[src/rtl/spi_pkg.sv]
// Shared types and helpers for the multi-mode SPI master.
// Combinational only (no latency); no flow control.
// Holds the FSM states, the {cpol,cpha} mode codes and a clog2 helper.
package spi_pkg;

    typedef enum logic [1:0] {
        IDLE  = 2'd0,
        SETUP = 2'd1,
        XFER  = 2'd2,
        HOLD  = 2'd3
    } spi_state_t;

    localparam logic [1:0] SPI_MODE0 = 2'b00;
    localparam logic [1:0] SPI_MODE1 = 2'b01;
    localparam logic [1:0] SPI_MODE2 = 2'b10;
    localparam logic [1:0] SPI_MODE3 = 2'b11;

    // Index width that never collapses to zero bits for tiny counts.
    function automatic int clog2_min1(input int n);
        return (n <= 2) ? 1 : $clog2(n);
    endfunction

endpackage

[src/rtl/spi_clk_gen.sv]
// SCLK divider: strobes one SCLK edge every CLK_DIV clk cycles while edge_en is high.
// Latency: edge strobes are combinational; sclk toggles on the clk edge the strobe is seen.
// Backpressure: none; while en is low the counter is cleared and sclk parks at cpol.
module spi_clk_gen #(
    parameter int CLK_DIV = 4
) (
    input  logic clk,
    input  logic rst_n,
    input  logic en,
    input  logic edge_en,
    input  logic cpol,
    output logic tick,
    output logic lead_stb,
    output logic trail_stb,
    output logic sclk
);

    localparam int                 CNT_W   = $clog2(CLK_DIV + 1);
    localparam logic [CNT_W-1:0]   CNT_MAX = CNT_W'(CLK_DIV - 1);

    logic [CNT_W-1:0] div_cnt;

    assign tick      = en && (div_cnt == CNT_MAX);
    // Leading edge leaves the idle level; trailing edge returns to it.
    assign lead_stb  = tick && edge_en && (sclk == cpol);
    assign trail_stb = tick && edge_en && (sclk != cpol);

    always_ff @(posedge clk or negedge rst_n) begin
        if (!rst_n) begin
            div_cnt <= '0;
        end else if (!en || tick) begin
            div_cnt <= '0;
        end else begin
            div_cnt <= div_cnt + 1'b1;
        end
    end

    always_ff @(posedge clk or negedge rst_n) begin
        if (!rst_n) begin
            sclk <= 1'b0;
        end else if (!en) begin
            sclk <= cpol;
        end else if (lead_stb || trail_stb) begin
            sclk <= ~sclk;
        end
    end

endmodule

[src/rtl/spi_master_mc.sv]
// Parametrised full-duplex MSB-first SPI master, all four modes, one-hot active-low selects (SPI_LOOPBACK_EN adds internal loopback).
// Latency: accept edge to done pulse is (2*DATA_W+2)*CLK_DIV clk cycles.
// Backpressure: start is only sampled in IDLE; starts while busy are dropped, bad ss_sel pulses sel_err.
module spi_master_mc
    import spi_pkg::*;
#(
    parameter int DATA_W  = 8,
    parameter int NUM_SS  = 4,
    parameter int CLK_DIV = 4,
    parameter int SEL_W   = clog2_min1(NUM_SS)
) (
    input  logic              clk,
    input  logic              rst_n,
    input  logic              start,
    input  logic              cpol,
    input  logic              cpha,
    input  logic [SEL_W-1:0]  ss_sel,
    input  logic [DATA_W-1:0] tx_data,
`ifdef SPI_LOOPBACK_EN
    input  logic              loopback,
`endif
    output logic [DATA_W-1:0] rx_data,
    output logic              busy,
    output logic              done,
    output logic              sel_err,
    output logic              sclk,
    output logic              mosi,
    input  logic              miso,
    output logic [NUM_SS-1:0] ss_n
);

    localparam int                 EDGE_W     = $clog2(2 * DATA_W + 1);
    localparam logic [EDGE_W-1:0]  EDGES      = EDGE_W'(2 * DATA_W);
    localparam logic [EDGE_W-1:0]  LAST_TRAIL = EDGE_W'(2 * DATA_W - 1);
    localparam logic [SEL_W:0]     NUM_SS_V   = (SEL_W + 1)'(NUM_SS);

    spi_state_t        state, state_nxt;
    logic              cpol_q, cpha_q;
    logic [DATA_W-1:0] tx_sr, rx_sr;
    logic [EDGE_W-1:0] edge_cnt;
    logic              tick, lead_stb, trail_stb;
    logic              accept, reject, finish, clk_en, edge_en;
    logic              sel_ok, cpol_eff, sample, shift, rx_bit;

    assign sel_ok = ({1'b0, ss_sel} < NUM_SS_V);
    // Feed the incoming cpol at accept so sclk is at the new idle level on SETUP entry.
    assign cpol_eff = accept ? cpol : cpol_q;

    spi_clk_gen #(
        .CLK_DIV (CLK_DIV)
    ) u_clk_gen (
        .clk       (clk),
        .rst_n     (rst_n),
        .en        (clk_en),
        .edge_en   (edge_en),
        .cpol      (cpol_eff),
        .tick      (tick),
        .lead_stb  (lead_stb),
        .trail_stb (trail_stb),
        .sclk      (sclk)
    );

    always_ff @(posedge clk or negedge rst_n) begin
        if (!rst_n) begin
            state <= IDLE;
        end else begin
            state <= state_nxt;
        end
    end

    always_comb begin
        state_nxt = state;
        case (state)
            IDLE:    if (accept) state_nxt = SETUP;
            SETUP:   if (tick) state_nxt = XFER;
            XFER:    if (tick && (edge_cnt == EDGES)) state_nxt = HOLD;
            HOLD:    if (tick) state_nxt = IDLE;
            default: state_nxt = IDLE;
        endcase
    end

    always_comb begin
        accept  = 1'b0;
        reject  = 1'b0;
        finish  = 1'b0;
        clk_en  = 1'b0;
        edge_en = 1'b0;
        case (state)
            IDLE: begin
                accept = start && sel_ok;
                reject = start && !sel_ok;
            end
            SETUP: begin
                clk_en  = 1'b1;
                edge_en = 1'b1;
            end
            XFER: begin
                clk_en  = 1'b1;
                edge_en = (edge_cnt != EDGES);
            end
            HOLD: begin
                clk_en = 1'b1;
                finish = tick;
            end
            default: ;
        endcase
    end

    // CPHA=0 presents the MSB at select time, so the last trailing edge has nothing left to shift.
    assign sample = cpha_q ? trail_stb : lead_stb;
    assign shift  = cpha_q ? lead_stb  : (trail_stb && (edge_cnt != LAST_TRAIL));

`ifdef SPI_LOOPBACK_EN
    logic lb_q;
    always_ff @(posedge clk or negedge rst_n) begin
        if (!rst_n) begin
            lb_q <= 1'b0;
        end else if (accept) begin
            lb_q <= loopback;
        end
    end
    assign rx_bit = lb_q ? mosi : miso;
`else
    assign rx_bit = miso;
`endif

    always_ff @(posedge clk or negedge rst_n) begin
        if (!rst_n) begin
            edge_cnt <= '0;
        end else if (accept) begin
            edge_cnt <= '0;
        end else if (lead_stb || trail_stb) begin
            edge_cnt <= edge_cnt + 1'b1;
        end
    end

    always_ff @(posedge clk or negedge rst_n) begin
        if (!rst_n) begin
            cpol_q  <= 1'b0;
            cpha_q  <= 1'b0;
            tx_sr   <= '0;
            rx_sr   <= '0;
            mosi    <= 1'b0;
            rx_data <= '0;
            busy    <= 1'b0;
            done    <= 1'b0;
            sel_err <= 1'b0;
            ss_n    <= '1;
        end else begin
            done    <= finish;
            sel_err <= reject;
            if (accept) begin
                cpol_q <= cpol;
                cpha_q <= cpha;
                busy   <= 1'b1;
                ss_n   <= ~(NUM_SS'(1) << ss_sel);
                rx_sr  <= '0;
                if (cpha) begin
                    tx_sr <= tx_data;
                end else begin
                    tx_sr <= {tx_data[DATA_W-2:0], 1'b0};
                    mosi  <= tx_data[DATA_W-1];
                end
            end else begin
                if (shift) begin
                    mosi  <= tx_sr[DATA_W-1];
                    tx_sr <= {tx_sr[DATA_W-2:0], 1'b0};
                end
                if (sample) begin
                    rx_sr <= {rx_sr[DATA_W-2:0], rx_bit};
                end
                if (finish) begin
                    busy    <= 1'b0;
                    ss_n    <= '1;
                    rx_data <= rx_sr;
                end
            end
        end
    end

endmodule

[config.mk]
export PLATFORM = sky130hd
export DESIGN_NAME = spi_master_mc
export DESIGN_NICKNAME = d
export VERILOG_FILES = /design/src/rtl/spi_pkg.sv /design/src/rtl/spi_clk_gen.sv /design/src/rtl/spi_master_mc.sv
export SDC_FILE = /design/constraint.sdc
export NUM_CORES = 1
export LEC_CHECK = 0
export ABC_AREA = 1
export ABC_CLOCK_PERIOD_IN_PS = 1800
export CAP_MARGIN = 10
export CORE_MARGIN = 2
export CORE_UTILIZATION = 35
export DETAILED_ROUTE_END_ITERATION = 12
export MAX_ROUTING_LAYER = met4
export PLACE_DENSITY = 0.68
export SLEW_MARGIN = 0
export SYNTH_ARGS = -nofsm -noshare
export SYNTH_HDL_FRONTEND = slang
export SYNTH_SLANG_ARGS = --single-unit
[constraint.sdc]
create_clock -name clk -period 1.8 [get_ports clk]
set_input_delay 0.18 -clock clk [delete_from_list [all_inputs] [get_ports clk]]
set_output_delay 0.18 -clock clk [all_outputs]
set_load 0.02 [all_outputs]
==> results of run 1 <==
-- layout by cell type, fill, tap and decap left out, types with 2 or more instances in the layout --
cell type         n
nand2_4           7
nand2_2          11
nand3_1          21
dfstp_2           4
inv_1            23
o21ai_0          24
clkdlybuf4s50_1  30
clkinv_1          2
nor3_1            3
a31oi_1           2
o21ai_1           4
nand4_1           3
nor2_1           25
dfrtp_1          40
clkinvlp_4        2
nand2_1          64
nand3_2           3
clkbuf_8          5
inv_2             4
buf_4            19
ha_4              4
o32a_1            2
a21oi_1           4
ha_1              5
-- critical path, delay by kind of cell, from the launching register on --
| kind | cells | cell delay [ps] |
|---|---|---|
| adder cells (fa/ha/maj) | 1 | 190 |
| AND/OR/NAND/NOR | 6 | 670 |
| flip-flops | 1 | 380 |
| AO/OA/AOI/OAI | 1 | 250 |
| buffers and inverters | 1 | 110 |
-- registers in the layout (all words and copies together) (netlist names), 2 cells and up --
signal,count
state,2
edge_cnt,5
rx_data,8
ss_n,4
rx_sr,8
tx_sr,8
u_clk_gen.div_cnt,3
-- cells in the mapped netlist, types with 3 or more instances --
library cell  count  area share
ha_1             10       0.055
nand4_1           3      0.0083
o21ai_0          24       0.053
nand3_1          21       0.047
clkbuf_1          3      0.0050
nor2_1           26       0.043
dfrtp_1          40        0.44
o21ai_1           4      0.0089
nand3_2           3       0.013
nand2_1          74        0.12
a21oi_1           4      0.0089
nand2_2           3      0.0083
dfstp_2           4       0.047
inv_1            26       0.043
nand2_4           5       0.025
nor3_1            3      0.0067
-- cells by family (layout without fill, tap and decap cells) --
logic type | Yosys count | in the layout | synth area share
flip-flops | 44 | 44 | 0.490
other | 1 | 1 | 0.00166
AND/OR/NAND/NOR | 142 | 142 | 0.291
adder cells (fa/ha/maj) | 10 | 10 | 0.0555
buffers and inverters | 36 | 89 | 0.0627
AO/OA/AOI/OAI | 39 | 39 | 0.0987
-- power by group through the flow --
| stage | combinational, mW | sequential, mW | clock, mW |
|---|---|---|---|
| 2_1_floorplan | 0.0262 | 1.02 | 0 |
| 3_3_place_gp | 0.0933 | 1.02 | 0 |
| 3_5_place_dp | 0.0939 | 1.02 | 0 |
| 4_1_cts | 0.0962 | 1.00 | 0.657 |
| 5_1_grt | 0.108 | 1.00 | 0.691 |
| 6_report | 0.0956 | 1.00 | 0.629 |
-- metal layers --
metal  vias to the layer above  routed length (um)  track usage
met4                         0                  57       0.0455
li1                        973                   -            -
met5                         -                   0            -
met2                        42                2310        0.237
met3                         5                 190       0.0246
met1                       870                2250        0.187
-- how the worst max path moves through the flow --
stage                to  cells past startpoint
4_1_cts        rx_sr[7]                      9
3_5_place_dp   rx_sr[7]                      9
6_report       rx_sr[1]                      9
2_1_floorplan  rx_sr[0]                     10
5_1_grt        rx_sr[1]                     12
3_3_place_gp   rx_sr[2]                     10
-- area by class of cell --
cell class / instances / share of cell area
repair buffers: 52 / 0.160
clock inverters: 3 / 0.00796
inverters: 29 / 0.0365
clock buffers: 5 / 0.0231
flip-flops and latches: 44 / 0.370
multi-input cells: 192 / 0.370
well taps: 77 / 0.0323
-- what timing repair did --
item / CTS / global route
resized for setup: 1 / 25
hold buffers: 1 / 0
pin swaps: 0 / 11
endpoints found under the setup margin: 9 / 22
hold endpoints to repair: 14 / 0
setup buffers: 0 / 5
==> flow_summary_export.csv, run 1 <==
group,metric,value,unit
status,status,"complete, no violations",
critical_path,end_kind,"flip-flop",
flow_run,maxCapViolCount,0,
sta,setup_viol,0,
critical_path,slowest_delay,380,ps
synthesis,synth-main-ff-cell,"dfrtp_1",
pwr,p_leak,1.45,nW
layout,layout.nets,350,
layout,drive_gt1_frac,0.209,
clock_tree,tritoncts,"yes",
die,start_util,0.359,
critical_path,cp-startpoint,"state[1]",
critical_path,critPathMaxFanout,8,
pwr,p_int,1.32,mW
layout,design_area,2990,um2
sta,clock.fmax,589,MHz
pwr,powerDensity,578,nW/um2
clock_tree,cts.sinks,44,
layout,post-route-util,0.476,
layout,instances_no_fill,402,
sta,drv_slew,0,
drt,via_per_inst,4.70,
pwr,comb_power_share,0.055,
critical_path,ff2ff_path_depth,9,
synthesis,netlist_instances,272,
die,core.rowCount,29,
synthesis,ys_warn_count,0,
global_route,grt_pass1_vias,1864,
worst_hold_path,hold_path_class,"primary input to async pin",
critical_path,arrival,1890,ps
global_route,grt_pass1_wl,8300,um
clock_tree,clkTransAtPathRegs,90,ps
global_route,antenna_found_initial,0,
die,die-area,7100,um2
global_route,groute.usage.overall,0.146,
drt,vias,1890,
drt,routed_wirelength,4810,um
die,core,6280,um2
pwr,seq_power_share,0.580,
clock_tree,clk_latency,290,ps
drt,ant_nets,0,
drt,remaining_drc_errors,0,
clock_tree,cts-buffers-inserted,5,
placed_design,gp_congestion,0.806,
layout,multi_input_area,1100,um2
sta,hold_violations,0,
synthesis,synth_fp_nets,298,
clock_tree,ctsHtreeMaxLevel,2,
critical_path,critPathKind,"flip-flop to flip-flop",
clock_tree,clock_path_buffers,2,
pwr,design_power_total,1.73,mW
pwr,swShare,0.238,
synthesis,ys_types,31,
sta,setup_tns,0,ps
synthesis,seq_area_frac_synth,0.490,
critical_path,worst-endpoint-required,1990,ps
drt,wire_per_inst,12.0,um
synthesis,synth_area,2260,um2
critical_path,r2r-end,"rx_sr[1]",
critical_path,worstSetupStartpointType,"flip-flop",
synthesis,synth_area_per_cell,8.29,um2
die,boundaryPins,33,
synthesis,ys_ff_latch,44,
synthesis,synth_edf_count,0,
sta,hold_slack,357,ps
placed_design,placed_cell_area,2750,um2
critical_path,cp_cell_sequence,"inv_1, ha_4, nand3_2, nand3_1, nand2_4, o21ai_4, nand2_4, nand2_1, nand2_1",
sta,skew,8.01,ps
drt,drt_iter0_markers,87,
layout,num_antenna_cells,0,
drt,dr.pass1.iters,4,
pwr,switching_power,0.410,mW
global_route,grt_overflow_total,0,
placed_design,pre_cts_ws,-8.78,ps
critical_path,reg2reg_slack,100,ps
critical_path,r2r-start,"state[1]",
layout,nFillCells,595,
placed_design,io_buffers,31,
die,die_h,84.3,um
die,die_x,84.3,um
clock_tree,root_buffer,"clkbuf_8",
sta,setup_slack,103,ps
synthesis,synthArstFlopShare,1.00,
layout,syn2layout_area_growth,32.3,%
pwr,peakVddDrop,257,uV
sta,min_period,1700,ps
global_route,grt_max_degree,27,
layout,register_area,1110,um2
placed_design,dp.cells,388,
critical_path,cpMaxStageDelayCell,"dfrtp_1",
placed_design,dp_hpwl,3420,um
sta,post-route-period-util,0.943,
pwr,clock_power_share,0.364,
Power figures use the tool's default switching activity.
==> run 2: changes to the inputs <==
Settings changed: CTS_CLUSTER_SIZE set to 10.
==> results of run 2 <==
Same layout as run 1: the final DEF is identical, and so are final timing and power.
==> run 3: changes to the inputs <==
Settings changed: ABC_AREA 1 to not set, DONT_BUFFER_PORTS set to 1, PLACE_DENSITY 0.68 to 0.61.
==> flow_summary_export.csv, run 3 <==
group,metric,value,unit
status,status,"finished, violations left",
status,violations,"negative setup slack",
critical_path,end_kind,"flip-flop",
layout,layout.nets,269,
global_route,grt_pass1_vias,1435,
clock_tree,clkTransAtPathRegs,80,ps
worst_hold_path,holdPathStages,2,
global_route,groute.usage.overall,0.138,
sta,skew,7.01,ps
sta,hold_violations,0,
sta,clock.fmax,505,MHz
critical_path,crit_buf_inv,2,
clock_tree,root_buffer,"clkbuf_8",
layout,num_antenna_cells,0,
synthesis,synth_xor_area_frac,0.0206,
synthesis,ys_top_cells_by_count,"dfrtp_1, nand2_1, mux2i_1, nor2_1",
drt,wire_per_inst,13.5,um
layout,final_cell_mix,"dfrtp_1, nand2_1, buf_4",
critical_path,ff2ff_path_depth,9,
synthesis,seq_area_frac_synth,0.521,
critical_path,critPathMaxFanout,9,
critical_path,cp_cell_sequence,"inv_2, ha_4, and3_4, or3_1, a21bo_1, a21oi_4, buf_12, mux2i_2, a21oi_1",
synthesis,netlist_instances,211,
drt,remaining_drc_errors,0,
placed_design,dp_hpwl,2940,um
drt,drt_iter0_markers,118,
drt,ant_nets,0,
critical_path,critPathKind,"flip-flop to flip-flop",
synthesis,synth_compound_area_frac,0.112,
sta,post-route-period-util,1.10,
synthesis,synth-main-ff-cell,"dfrtp_1",
global_route,gr-max-usage-layer,"met2",
critical_path,crit_family,"simple AND/OR/NAND/NOR gates",
critical_path,worstSetupStartpointType,"flip-flop",
sta,min_period,1980,ps
pwr,powerDensity,1530,nW/um2
worst_hold_path,holdPathEnd,"cpha_q",
sta,setup_slack,-181,ps
clock_tree,cts-buffers-inserted,5,
die,die-area,6710,um2
critical_path,arrival,2170,ps
worst_hold_path,hold_path_class,"primary input to flip-flop",
sta,hold_slack,13.2,ps
layout,syn2layout_area_growth,31.6,%
synthesis,ys_warn_count,0,
drt,routed_wirelength,4310,um
clock_tree,ctsHtreeMaxLevel,2,
synthesis,synth_top_area_share,0.471,
critical_path,worst-endpoint-required,1980,ps
drt,vias,1556,
die,core,5890,um2
global_route,grt_max_degree,45,
synthesis,yosysMostFrequentCell,"dfrtp_1",
synthesis,synth_top_area_cell,"dfrtp_1",
synthesis,ys_ff_latch,44,
layout,drive_gt1_frac,0.303,
global_route,grt_use_met2,0.203,
synthesis,synthArstFlopShare,1.00,
pwr,design_power_total,4.27,mW
die,die_x,81.9,um
die,boundaryPins,33,
sta,setup_viol,20,
die,core.rowCount,28,
synthesis,synth_mux_area_frac,0.0807,
synthesis,synthSimpleGateAreaFrac,0.164,
layout,nFillCells,528,
synthesis,ys_top_cells_by_area,"dfrtp_1, mux2i_1, nand2_1",
synthesis,ys_types,33,
clock_tree,tritoncts,"yes",
flow_run,maxCapViolCount,0,
sta,drv_slew,0,
critical_path,r2r-start,"state[0]",
critical_path,reg2reg_slack,-180,ps
synthesis,synth_top_family_by_area,"simple AND/OR/NAND/NOR gates",
global_route,use_met1,0.181,
placed_design,io_buffers,0,
layout,instances_no_fill,319,
worst_hold_path,hold_start,"cpha",
layout,post-route-util,0.475,
clock_tree,clock_path_buffers,2,
layout,reg_top3,"rx_data: 8 flops, rx_sr: 8 flops, tx_sr: 8 flops",
layout,final_common_cell,"dfrtp_1",
pwr,p_leak,1.22,nW
synthesis,synth_area,2120,um2
placed_design,gp_congestion,0.821,
clock_tree,clk_latency,310,ps
critical_path,slowest_delay,370,ps
global_route,antenna_found_initial,0,
critical_path,cpMaxStageDelayCell,"dfrtp_1",
sta,rsz0062_at_grt,"true",
critical_path,r2r-end,"tx_sr[4]",
drt,dr.pass1.iters,4,
die,die_h,81.9,um
clock_tree,cts.sinks,44,
synthesis,synth_fp_nets,237,
global_route,grt_pass1_wl,6800,um
synthesis,synth_edf_count,0,
synthesis,synth_area_per_cell,10.1,um2
drt,via_per_inst,4.88,
die,start_util,0.361,
placed_design,dp.cells,302,
global_route,grt_overflow_total,0,
pwr,peakVddDrop,474,uV
global_route,use_met3,0.0418,
synthesis,synth_fa_ha_area_frac,0.0589,
[run 3: kinds of logic after synthesis]
group / count (synthesis)
adders and majority gates: 10
AOI/OAI and AO/OA: 35
buffers and inverters: 21
and+or+nand+nor: 78
muxes: 17
xor gates and xnor gates: 5
other: 1
DFF: 44
[run 3: how the worst max path moves through the flow]
| stage | from | to | slack, ps | depth (start not counted) |
|---|---|---|---|---|
| 2_1_floorplan | state[1] | mosi | -230 | 9 |
| 3_3_place_gp | state[0] | mosi | -130 | 9 |
| 3_5_place_dp | state[0] | tx_sr[5] | -170 | 9 |
| 4_1_cts | state[0] | tx_sr[6] | -170 | 9 |
| 5_1_grt | edge_cnt[0] | tx_sr[4] | -280 | 9 |
| 6_report | state[0] | tx_sr[4] | -180 | 9 |
[run 3: area by class of cell]
class | count | area [um2] | area share
clock buffers | 6 | 72.6 | 0.0260
clock inverters | 2 | 60.1 | 0.0215
inverters | 11 | 46.3 | 0.0166
multi-input cells | 146 | 1070 | 0.381
flip-flops and latches | 44 | 1110 | 0.396
well taps | 75 | 93.8 | 0.0336
repair buffers | 35 | 350 | 0.125
[run 3: through the flow]
step	cell area [um2]	setup WS (ps)	TNS (ps)
3_3_place_gp	2420	-129	-1930
6_report	2800	-181	-1920
4_1_cts	2680	-167	-2220
3_5_place_dp	2420	-169	-2350
2_1_floorplan	2150	-232	-2390
5_1_grt	2800	-276	-4250
[run 3: power breakdown]
group / switching (mW) / total, mW / internal [mW]
Clock: 0.348 / 0.902 / 0.555
Sequential: 0.265 / 1.56 / 1.30
Combinational: 0.843 / 1.81 / 0.962
Total: 1.46 / 4.27 / 2.82
[run 3: timing repair]
item | 4_1_cts | 5_1_grt
endpoints found under the setup margin | 23 | 24
pin swaps | 7 | 13
gates resized for setup | 20 | 21
hold buffers | 4 | 0
hold endpoints to repair | 47 | 0
buffers inserted | 3 | 4
[run 3: per-layer routing]
metal / share of wire / vias up
li1: - / 772
met1: 0.46 / 752
met2: 0.47 / 27
met3: 0.053 / 5
met4: 0.018 / 0
met5: 0 / -
